<file path="src/rtl/usb2_mon_pkg.sv">
// Shared constants for the USB2 PHY clock-ready monitor.
// Holds the FSM state encodings, the default monitor parameters and the derived edge-count width.
package usb2_mon_pkg;

  localparam logic [1:0] ST_IDLE    = 2'd0;
  localparam logic [1:0] ST_QUALIFY = 2'd1;
  localparam logic [1:0] ST_LOCKED  = 2'd2;

  localparam int unsigned DEF_WINDOW_BITS  = 12;
  localparam int unsigned DEF_CNT_MIN      = 2400;
  localparam int unsigned DEF_CNT_MAX      = 2515;
  localparam int unsigned DEF_GOOD_WINDOWS = 4;

  // Edge counter is one bit wider than the window counter.
  localparam int unsigned DEF_CNT_W = DEF_WINDOW_BITS + 1;

endpackage

</file>
<file path="src/rtl/cdc_sync_bit.sv">
// Single-bit multi-flop synchronizer.
// Ports:
//   i_clk   - destination clock
//   i_rst_n - asynchronous active-low reset
//   i_d     - asynchronous input bit
//   o_q     - synchronized output (N_STAGES cycles of latency)
// N_STAGES must be at least 2.
module cdc_sync_bit #(
  parameter int unsigned N_STAGES = 2
) (
  input  logic i_clk,
  input  logic i_rst_n,
  input  logic i_d,
  output logic o_q
);

  logic [N_STAGES-1:0] r_sync;

  always_ff @(posedge i_clk or negedge i_rst_n) begin
    if (!i_rst_n) begin
      r_sync <= '0;
    end else begin
      r_sync <= {r_sync[N_STAGES-2:0], i_d};
    end
  end

  assign o_q = r_sync[N_STAGES-1];

endmodule

</file>
<file path="src/rtl/usb2_clk_ready_mon.sv">
// USB2 ULPI PHY clock frequency monitor, entirely in the cfg_mclk domain.
// Counts toggle edges from the PHY domain over 2^WINDOW_BITS-cycle windows, checks each count
// against [CNT_MIN, CNT_MAX] and raises ready after GOOD_WINDOWS consecutive in-band windows.
// Ports:
//   i_cfg_mclk         - the only clock
//   i_cfg_mrst_n       - asynchronous active-low reset
//   i_mon_en           - monitoring enable (level); low forces IDLE
//   i_phy_clk_tgl      - asynchronous toggle, inverts on every PHY clock rising edge
//   o_usb2_clk_ready   - PHY clock present and in band
//   o_clk_lost         - one-cycle pulse when ready drops due to a bad window
//   o_cnt_valid        - one-cycle pulse when o_cnt_last updates
//   o_cnt_last         - edge count of the most recently completed window
//   o_debug_state      - current FSM state encoding
module usb2_clk_ready_mon
  import usb2_mon_pkg::*;
#(
  parameter int unsigned WINDOW_BITS  = DEF_WINDOW_BITS,
  parameter int unsigned CNT_MIN      = DEF_CNT_MIN,
  parameter int unsigned CNT_MAX      = DEF_CNT_MAX,
  parameter int unsigned GOOD_WINDOWS = DEF_GOOD_WINDOWS
) (
  input  logic                 i_cfg_mclk,
  input  logic                 i_cfg_mrst_n,
  input  logic                 i_mon_en,
  input  logic                 i_phy_clk_tgl,
  output logic                 o_usb2_clk_ready,
  output logic                 o_clk_lost,
  output logic                 o_cnt_valid,
  output logic [WINDOW_BITS:0] o_cnt_last,
  output logic [1:0]           o_debug_state
);

  localparam int unsigned CW = WINDOW_BITS + 1;
  localparam logic [CW-1:0] LP_CNT_MIN = CW'(CNT_MIN);
  localparam logic [CW-1:0] LP_CNT_MAX = CW'(CNT_MAX);
  localparam logic [3:0]    LP_GOOD    = 4'(GOOD_WINDOWS);

  logic                   w_tgl_sync;
  logic                   r_tgl_hist;
  logic                   w_edge;
  logic [WINDOW_BITS-1:0] r_win_cnt, w_win_cnt_d;
  logic [CW-1:0]          r_edge_cnt, w_edge_cnt_d, w_edge_sum;
  logic [3:0]             r_good_cnt, w_good_cnt_d, w_good_inc;
  logic [1:0]             r_state, w_state_d;
  logic                   r_ready, w_ready_d;
  logic                   r_clk_lost, w_clk_lost_d;
  logic                   r_cnt_valid, w_cnt_valid_d;
  logic [CW-1:0]          r_cnt_last, w_cnt_last_d;
  logic                   w_terminal;
  logic                   w_in_band;

  cdc_sync_bit #(
    .N_STAGES (2)
  ) u_tgl_sync (
    .i_clk   (i_cfg_mclk),
    .i_rst_n (i_cfg_mrst_n),
    .i_d     (i_phy_clk_tgl),
    .o_q     (w_tgl_sync)
  );

  // Any change of the synchronized toggle is one PHY clock cycle.
  assign w_edge     = w_tgl_sync ^ r_tgl_hist;
  assign w_edge_sum = (&r_edge_cnt) ? r_edge_cnt : r_edge_cnt + CW'(w_edge);
  assign w_terminal = &r_win_cnt;
  assign w_in_band  = (w_edge_sum >= LP_CNT_MIN) && (w_edge_sum <= LP_CNT_MAX);
  assign w_good_inc = r_good_cnt + 4'd1;

  always_comb begin
    w_state_d     = r_state;
    w_win_cnt_d   = r_win_cnt;
    w_edge_cnt_d  = r_edge_cnt;
    w_good_cnt_d  = r_good_cnt;
    w_ready_d     = r_ready;
    w_clk_lost_d  = 1'b0;
    w_cnt_valid_d = 1'b0;
    w_cnt_last_d  = r_cnt_last;

    // Disable wins over everything, including a terminal window; cnt_last is kept.
    if (!i_mon_en) begin
      w_state_d    = ST_IDLE;
      w_win_cnt_d  = '0;
      w_edge_cnt_d = '0;
      w_good_cnt_d = '0;
      w_ready_d    = 1'b0;
    end else begin
      case (r_state)
        ST_IDLE: begin
          w_state_d    = ST_QUALIFY;
          w_win_cnt_d  = '0;
          w_edge_cnt_d = '0;
          w_good_cnt_d = '0;
          w_ready_d    = 1'b0;
        end
        ST_QUALIFY, ST_LOCKED: begin
          w_win_cnt_d  = r_win_cnt + WINDOW_BITS'(1);
          w_edge_cnt_d = w_edge_sum;
          if (w_terminal) begin
            w_edge_cnt_d  = '0;
            w_cnt_last_d  = w_edge_sum;
            w_cnt_valid_d = 1'b1;
            if (r_state == ST_QUALIFY) begin
              if (w_in_band) begin
                w_good_cnt_d = w_good_inc;
                if (w_good_inc >= LP_GOOD) begin
                  w_state_d = ST_LOCKED;
                  w_ready_d = 1'b1;
                end
              end else begin
                w_good_cnt_d = '0;
              end
            end else if (!w_in_band) begin
              w_state_d    = ST_QUALIFY;
              w_ready_d    = 1'b0;
              w_clk_lost_d = 1'b1;
              w_good_cnt_d = '0;
            end
          end
        end
        default: begin
          // Illegal encoding recovers to IDLE.
          w_state_d    = ST_IDLE;
          w_win_cnt_d  = '0;
          w_edge_cnt_d = '0;
          w_good_cnt_d = '0;
          w_ready_d    = 1'b0;
        end
      endcase
    end
  end

  always_ff @(posedge i_cfg_mclk or negedge i_cfg_mrst_n) begin
    if (!i_cfg_mrst_n) begin
      r_tgl_hist  <= 1'b0;
      r_state     <= ST_IDLE;
      r_win_cnt   <= '0;
      r_edge_cnt  <= '0;
      r_good_cnt  <= '0;
      r_ready     <= 1'b0;
      r_clk_lost  <= 1'b0;
      r_cnt_valid <= 1'b0;
      r_cnt_last  <= '0;
    end else begin
      r_tgl_hist  <= w_tgl_sync;
      r_state     <= w_state_d;
      r_win_cnt   <= w_win_cnt_d;
      r_edge_cnt  <= w_edge_cnt_d;
      r_good_cnt  <= w_good_cnt_d;
      r_ready     <= w_ready_d;
      r_clk_lost  <= w_clk_lost_d;
      r_cnt_valid <= w_cnt_valid_d;
      r_cnt_last  <= w_cnt_last_d;
    end
  end

  assign o_usb2_clk_ready = r_ready;
  assign o_clk_lost       = r_clk_lost;
  assign o_cnt_valid      = r_cnt_valid;
  assign o_cnt_last       = r_cnt_last;
  assign o_debug_state    = r_state;

endmodule
</file>
<file path="config.mk">
export PLATFORM = sky130hd
export DESIGN_NAME = usb2_clk_ready_mon
export DESIGN_NICKNAME = d
export VERILOG_FILES = /design/src/rtl/usb2_mon_pkg.sv /design/src/rtl/cdc_sync_bit.sv /design/src/rtl/usb2_clk_ready_mon.sv
export SDC_FILE = /design/constraint.sdc
export NUM_CORES = 1
export LEC_CHECK = 0
export BUFFER_PORTS_ARGS = -buffer_cell sky130_fd_sc_hd__buf_2
export CORE_MARGIN = 5
export CORE_UTILIZATION = 50
export CTS_CLUSTER_DIAMETER = 50
export DETAILED_ROUTE_END_ITERATION = 8
export HOLD_SLACK_MARGIN = 0.06
export PLACE_DENSITY_LB_ADDON = 0.05
export SYNTH_ARGS = -nofsm -noshare
export SYNTH_HDL_FRONTEND = slang
export SYNTH_SLANG_ARGS = --single-unit
export TNS_END_PERCENT = 20
</file>
<file path="constraint.sdc">
create_clock -name i_cfg_mclk -period 3.3 [get_ports i_cfg_mclk]
set_input_delay 0.33 -clock i_cfg_mclk [delete_from_list [all_inputs] [get_ports i_cfg_mclk]]
set_output_delay 0.33 -clock i_cfg_mclk [all_outputs]
set_load 0.005 [all_outputs]
</file>
==> qor.csv, run 1 <==
metric;value;unit
status;complete, no violations;
Storage cell area;0.00123;mm²
RSZ-0062 raised after global routing;no;
post-DR wirelength/cell;13.8;µm
min Tclk post-route;2.87;ns
Die Span Y;80.5;µm
CTS Buffer Depth;2;
Routability Congestion;0.822;
total grt overflow;0;
sequential fraction of the synthesis area;49.3;%
VDD IR max;227;µV
most frequent cells in the layout;dfrtp_1, nor2_1, nand2_1;
type of origin of the critical path;flip-flop;
H-tree depth;2;
CP Data Arrival Time;3.10;ns
die width;80.5;µm
Clock Skew;0.00531;ns
dpl hpwl;3.51;mm
Warnings, synthesis;0;
setup tns final;0;ns
Crit path required time;3.53;ns
placed cell area;0.00263;mm²
FFs w/ async S/R, synth;100;%
final wirelength;4.84;mm
post-synthesis cell type count;48;
most common cell after layout, fill and taps aside;dfrtp_1;
Mapped Cells;264;
Via-to-Cell Ratio;5.43;
reg2reg path depth;11;
#FFs+latches synth;49;
Syn Nets;274;
dpl cells;342;
flop2flop setup slack;0.43;ns
syn_area_per_cell;9.42;µm²
MaxCap Viol Count;0;
Num CTS Buffers;5;
Hold EP;u_tgl_sync.r_sync[0];
Worst Hold Depth;1;
Worst setup EP type;flip-flop;
worst relative slew slack;65.2;%
worst hold path startpoint;i_phy_clk_tgl;
detailed-route DRC error count;0;
final setup vio count;0;
prevailing post-synth register cell;dfrtp_1;
cell leakage power;1.22;nW
FILL cells;435;
RR Startpoint;u_tgl_sync.r_sync[1];
post-synthesis cell type with the largest combined area;dfrtp_1;
Initial Utilization;51.9;%
Post-CTS Setup Inserts;0;
design area;0.00274;mm²
Reg clk slew, reported paths;0.08;ns
root buf cell;clkbuf_8;
clk_lat worst skew;0.30;ns
worst slew pin tran;0.522;ns
share of the synthesized area in the top cell type;49.3;%
Fin Hold WS;0.134;ns
hold crit path type;in2reg;
total power;1.16;mW
clock sink total;49;
top cells by area, synth;dfrtp_1, nor2_1, nand2_1;
floorplan row count;25;
final hold vios;0;
number of synthesized flops with an enable pin;0;
post-synthesis cell area;0.00249;mm²
fin. max-slew vios;0;
worst slack, placed;0.428;ns
initial antenna violation count;0;
CTS tree;built;
Final ANT Viol Nets;0;
n_diodes;0;
layout cells sized above 1;14.5;%
drt pass-1 iters;4;
DRT iter0 DRCs;137;
crit path launch;u_tgl_sync.r_sync[1];
die area;0.00648;mm²
final period utilization;86.9;%
first-pass GRT wire length;8.32;mm
Setup Crit Path Kind;reg2reg;
Core Area;0.00479;mm²
Area Growth Syn to Fin;10.2;%
Worst R2R End;o_debug_state[0];
via count;1899;
pwr dens;423;mW/mm²
fin util;57.3;%
area occupied by multi-input gates;0.00118;mm²
fin nets;293;
Port Buffers;21;
crit path max fanout;7;
All-Layer GR Usage;16.9;%
largest net degree at the start of global routing;30;
Finished Layout Cells;350;
FMAX;349;MHz
setup ws final;0.431;ns
vias in the first global route;1764;
Ports;22;
per-layer routing:
layer / vias to the layer above / GRT usage, % / part of all wire, %
li1: 956 / - / -
met1: 886 / 24.6 / 52
met2: 50 / 23.8 / 41
met3: 7 / 2.69 / 4.6
met4: 0 / 9.12 / 2.3
met5: - / 0 / 0
sequential cells by signal, indices dropped and copies added (netlist names):
name,flops
o_cnt_last,13
r_edge_cnt,13
r_win_cnt,12
r_good_cnt,4
o_debug_state,2
u_tgl_sync.r_sync,2
o_clk_lost,1
o_cnt_valid,1
r_tgl_hist,1
worst max path at each step:
stage          slack, ns  cells past startpoint          endpoint
2_1_floorplan       0.61                     13  o_debug_state[0]
3_3_place_gp        0.57                     11  o_debug_state[0]
3_5_place_dp        0.43                     11  o_debug_state[0]
4_1_cts             0.44                     11  o_debug_state[0]
5_1_grt             0.14                     11  o_debug_state[0]
6_report            0.43                     11  o_debug_state[0]
cells in the mapped netlist (4+ instances only):
cell / number
o21ai_0: 16
xnor2_1: 5
dfrtp_1: 49
a21oi_1: 16
nand2_1: 33
or3_1: 7
nand3_1: 11
ha_1: 6
nor2_1: 37
and3_1: 6
xor2_1: 10
nand4_1: 4
nor3_1: 6
inv_1: 5
mux2i_1: 4
clkbuf_1: 6
cells by family after synthesis:
group                      synth area share (%)
muxes                                      1.61
adders and majority gates                  3.02
DFF                                        49.3
AOI/OAI and AO/OA                          12.6
and+or+nand+nor                            24.8
xor gates and xnor gates                   5.28
buffers and inverters                      3.32
report_power, final:
group          switching, mW  internal (mW)  total (mW)  leakage (nW)
clock network          0.192          0.220       0.412        0.0540
registers             0.0115          0.613       0.624         0.676
logic                 0.0835         0.0399       0.123         0.493
total                  0.287          0.873        1.16          1.22
repair_timing:
action	in CTS	in global routing
hold buffers	1	0
gates resized for setup	0	0
endpoints found under the setup margin	0	0
hold endpoints to repair	20	0
layout make-up:
class                   count  share of cell area (%)
inverters                   5                   0.685
clock inverters             2                    1.28
clock buffers               5                    2.51
well taps                  67                    3.06
multi-input cells         198                    43.0
flip-flops and latches     49                    44.7
repair buffers             24                    4.75
critical path, stage by stage, from the launching register on:
cell	delay [ns]
dfrtp_1	0.39
xor2_1	0.14
ha_1	0.24
ha_1	0.28
and3_1	0.29
nand2_1	0.11
nor3_1	0.24
xnor2_1	0.20
and4b_1	0.26
and2_4	0.19
a211oi_2	0.25
mux2i_1	0.20
No activity file was read; power rests on OpenSTA's default activity.
==> run 2: changes to the inputs <==
==> constraint.sdc (replaced) <==
create_clock -name i_cfg_mclk -period 2.9 [get_ports i_cfg_mclk]
set_input_delay 0.29 -clock i_cfg_mclk [delete_from_list [all_inputs] [get_ports i_cfg_mclk]]
set_output_delay 0.29 -clock i_cfg_mclk [all_outputs]
set_load 0.005 [all_outputs]
==> qor.csv, run 2 (synthesized netlist as in run 1, its figures left out) <==
metric;value;unit
status;complete, no violations;
hold crit path type;in2reg;
post-DR wirelength/cell;13.8;µm
type of origin of the critical path;flip-flop;
root buf cell;clkbuf_8;
final wirelength;4.83;mm
clk_lat worst skew;0.30;ns
initial antenna violation count;0;
area occupied by multi-input gates;0.00118;mm²
first-pass GRT wire length;8.36;mm
Worst Hold Depth;1;
Crit path required time;3.13;ns
pwr dens;515;mW/mm²
H-tree depth;2;
Area Growth Syn to Fin;11.8;%
Final ANT Viol Nets;0;
reg2reg path depth;11;
die area;0.00648;mm²
Port Buffers;21;
Reg clk slew, reported paths;0.09;ns
Ports;22;
die width;80.5;µm
Initial Utilization;51.9;%
hold buffers post-CTS;0;
floorplan row count;25;
crit path max fanout;7;
total grt overflow;0;
CP Data Arrival Time;2.93;ns
Die Span Y;80.5;µm
FILL cells;421;
CTS Buffer Depth;2;
Worst setup EP type;flip-flop;
placed cell area;0.00262;mm²
via count;1911;
setup tns final;0;ns
drt pass-1 iters;4;
min Tclk post-route;2.70;ns
DRT iter0 DRCs;103;
most frequent cells in the layout;dfrtp_1, nor2_1, nand2_1;
MaxCap Viol Count;0;
Via-to-Cell Ratio;5.44;
fin nets;293;
All-Layer GR Usage;16.4;%
clock sink total;49;
detailed-route DRC error count;0;
dpl hpwl;3.39;mm
RSZ-0062 raised after global routing;no;
Core Area;0.00479;mm²
VDD IR max;260;µV
layout cells sized above 1;16.2;%
design area;0.00278;mm²
Clock Skew;0.00541;ns
FMAX;370;MHz
vias in the first global route;1853;
fin. max-slew vios;0;
cell leakage power;1.24;nW
final period utilization;93.2;%
worst slew pin tran;1.06;ns
n_diodes;0;
Storage cell area;0.00123;mm²
Num CTS Buffers;5;
Routability Congestion;0.791;
worst relative slew slack;29.3;%
CTS tree;built;
most common cell after layout, fill and taps aside;dfrtp_1;
final setup vio count;0;
final hold vios;0;
Setup Crit Path Kind;reg2reg;
largest net degree at the start of global routing;50;
[run 2: path summary, 6_finish.rpt]
| kind | startpoint | to | slack, ns |
|---|---|---|---|
| max | u_tgl_sync.r_sync[1] | o_debug_state[0] | 0.20 |
| min | i_phy_clk_tgl | u_tgl_sync.r_sync[0] | 0.08 |
| max reg2reg | u_tgl_sync.r_sync[1] | o_debug_state[0] | 0.20 |
| min reg2reg | u_tgl_sync.r_sync[0] | u_tgl_sync.r_sync[1] | 0.37 |
| max in group asynchronous | i_cfg_mrst_n | r_win_cnt[10] | 2.08 |
| min in group asynchronous | i_cfg_mrst_n | o_cnt_last[4] | 0.17 |
[run 2: cell type report]
cell class,count,area share (%)
clock buffers,5,2.48
flip-flops and latches,49,44.1
multi-input cells,198,42.6
clock inverters,3,2.48
repair buffers,24,4.59
inverters,5,0.675
well taps,67,3.02
[run 2: timing repair]
item / in CTS / in global routing
setup endpoints to repair: 0 / 5
hold endpoints to repair: 0 / 0
setup buffers: 0 / 2
gates resized for setup: 0 / 3
[run 2: where the power goes]
group	internal, mW	switching [mW]
Combinational	0.0436	0.0931
Sequential	0.697	0.0136
Clock	0.347	0.238
Total	1.09	0.345
[run 2: worst max-delay path: stages, from the launching register on]
cell and delay, ns:
dfrtp_1 0.40, xor2_1 0.14, ha_2 0.23, ha_1 0.18, and3_2 0.25, nand2_1 0.09
nor3_1 0.22, xnor2_1 0.20, and4b_1 0.27, and2_4 0.19, a211oi_2 0.23, mux2i_1 0.22
[run 2: layer usage]
layer	global-route usage [%]	wire, µm
met3	3.81	208
met4	5.07	53
met1	23.3	2550
met5	0	0
met2	24.7	2020
[run 2: metrics by stage]
stage	utilization, %	power (mW)	instances	worst slack, ns	hold WS, ns
after global placement	54.7	0.861	341	0.221	0.347
final	58.1	1.43	351	0.197	0.0833
after global routing	58.1	1.49	351	0.0137	0.0786
after floorplan	-	0.815	264	0.210	-0.00559
after CTS	57.6	1.45	349	0.110	0.0748
after detailed placement	54.7	0.863	341	0.136	0.346
==> run 3: changes to the inputs <==
--- a/config.mk
+++ b/config.mk
@@ -10,7 +10,7 @@
 export CORE_UTILIZATION = 50
 export CTS_CLUSTER_DIAMETER = 50
 export DETAILED_ROUTE_END_ITERATION = 8
-export HOLD_SLACK_MARGIN = 0.06
+export HOLD_SLACK_MARGIN = 0.12
 export PLACE_DENSITY_LB_ADDON = 0.05
 export SYNTH_ARGS = -nofsm -noshare
 export SYNTH_HDL_FRONTEND = slang
==> qor.csv, run 3 (synthesized netlist as in run 1, its figures left out) <==
metric;value;unit
pwr dens;515;mW/mm²
n_diodes;0;
CTS Buffer Depth;2;
Clock power frac;40.9;%
total grt overflow;0;
reg2reg path depth;11;
detailed-route DRC error count;0;
Routability Congestion;0.791;
Worst setup EP type;flip-flop;
worst relative slew slack;29.1;%
die width;80.5;µm
hold crit path type;in2async;
Ports;22;
min Tclk post-route;2.70;ns
MaxCap Viol Count;0;
crit path launch;u_tgl_sync.r_sync[1];
CTS tree;built;
Setup Crit Path Kind;reg2reg;
die area;0.00648;mm²
Final ANT Viol Nets;0;
RR Startpoint;u_tgl_sync.r_sync[1];
clk_lat worst skew;0.30;ns
FMAX;370;MHz
placed cell area;0.00262;mm²
most frequent cells in the layout;dfrtp_1, nor2_1, nand2_1;
fin nets;294;
Via-to-Cell Ratio;5.44;
fin. max-slew vios;0;
cell leakage power;1.24;nW
status;complete, no violations;
Port Buffers;21;
most common cell after layout, fill and taps aside;dfrtp_1;
Num CTS Buffers;5;
crit path max fanout;7;
largest net degree at the start of global routing;50;
All-Layer GR Usage;16.5;%
design area;0.00279;mm²
VDD IR max;260;µV
type of origin of the critical path;flip-flop;
vias in the first global route;1860;
initial antenna violation count;0;
final wirelength;4.84;mm
Core Area;0.00479;mm²
Die Span Y;80.5;µm
sequential share of power;49.5;%
clock sink total;49;
Crit path required time;3.13;ns
via count;1915;
root buf cell;clkbuf_8;
Initial Utilization;51.9;%
P_int;1.09;mW
flop2flop setup slack;0.20;ns
Comb power frac;9.6;%
DRT iter0 DRCs;128;
layout cells sized above 1;16.1;%
final period utilization;93.2;%
Area Growth Syn to Fin;12.2;%
floorplan row count;25;
H-tree depth;2;
final hold vios;0;
CP Data Arrival Time;2.93;ns
Reg clk slew, reported paths;0.09;ns
dpl hpwl;3.39;mm
final setup vio count;0;
FILL cells;420;
first-pass GRT wire length;8.42;mm
worst setup path end;o_debug_state[0];
worst slew pin tran;1.06;ns
Worst R2R End;o_debug_state[0];
setup tns final;0;ns
Clock Skew;0.00526;ns
Net Sw Frac;24.1;%
RSZ-0062 raised after global routing;no;
drt pass-1 iters;4;
Psw;0.346;mW
post-DR wirelength/cell;13.7;µm
## run 3: changes by cell type in the layout (fill, tap and decap cells not counted)
cell,delta
dlygate4sd3_1,+1
## run 3: metal layers
metal,global-route usage [%],wire length [µm],vias to the layer above
met3,3.81,217,6
met5,0,0,-
met1,23.4,2530,908
met2,24.8,2030,43
met4,5.07,53,0
li1,-,-,958
## run 3: worst max-delay path, cell delays in order (launching register included)
cell and delay [ns]:
dfrtp_1 0.40, xor2_1 0.14, ha_2 0.23, ha_1 0.18
and3_2 0.25, nand2_1 0.09, nor3_1 0.22, xnor2_1 0.20
and4b_1 0.27, and2_4 0.19, a211oi_2 0.23, mux2i_1 0.22
## run 3: repair_timing
item,CTS,global route
gates resized for setup,0,3
endpoints found under the hold margin,1,0
buffers inserted,0,2
endpoints found under the setup margin,0,5
hold buffers,1,0
## run 3: final cells by class
cell class              count  area, µm²  area share (%)
flip-flops and latches     49       1230            44.0
clock buffers               5       68.8            2.47
multi-input cells         198       1180            42.5
inverters                   5       18.8           0.673
well taps                  67       83.8            3.01
repair buffers             25        138            4.93
clock inverters             3       68.8            2.47
## run 3: per-stage QoR
stage          setup slack [ns]  cells  hold slack [ns]  utilization (%)  power, mW
6_report                  0.198    352            0.173             58.3       1.44
4_1_cts                   0.110    350            0.220             57.8       1.45
3_5_place_dp              0.136    341            0.346             54.7      0.863
5_1_grt                 0.00914    352            0.278             58.3       1.50
2_1_floorplan             0.210    264         -0.00559                -      0.815
3_3_place_gp              0.221    341            0.347             54.7      0.861
## run 3: worst min-delay path by stage
stage | to | from
2_1_floorplan | o_clk_lost | i_cfg_mrst_n
3_3_place_gp | u_tgl_sync.r_sync[1] | u_tgl_sync.r_sync[0]
3_5_place_dp | u_tgl_sync.r_sync[1] | u_tgl_sync.r_sync[0]
4_1_cts | o_cnt_last[4] | i_cfg_mrst_n
5_1_grt | o_cnt_last[2] | i_cfg_mrst_n
6_report | o_cnt_last[4] | i_cfg_mrst_n
## run 3: power groups by stage
stage / clock network (mW) / logic [mW] / registers (mW)
after global routing: 0.624 / 0.161 / 0.713
after detailed placement: 0 / 0.139 / 0.725
final: 0.587 / 0.137 / 0.711
after global placement: 0 / 0.137 / 0.724
after floorplan: 0 / 0.0933 / 0.721
after CTS: 0.596 / 0.140 / 0.711
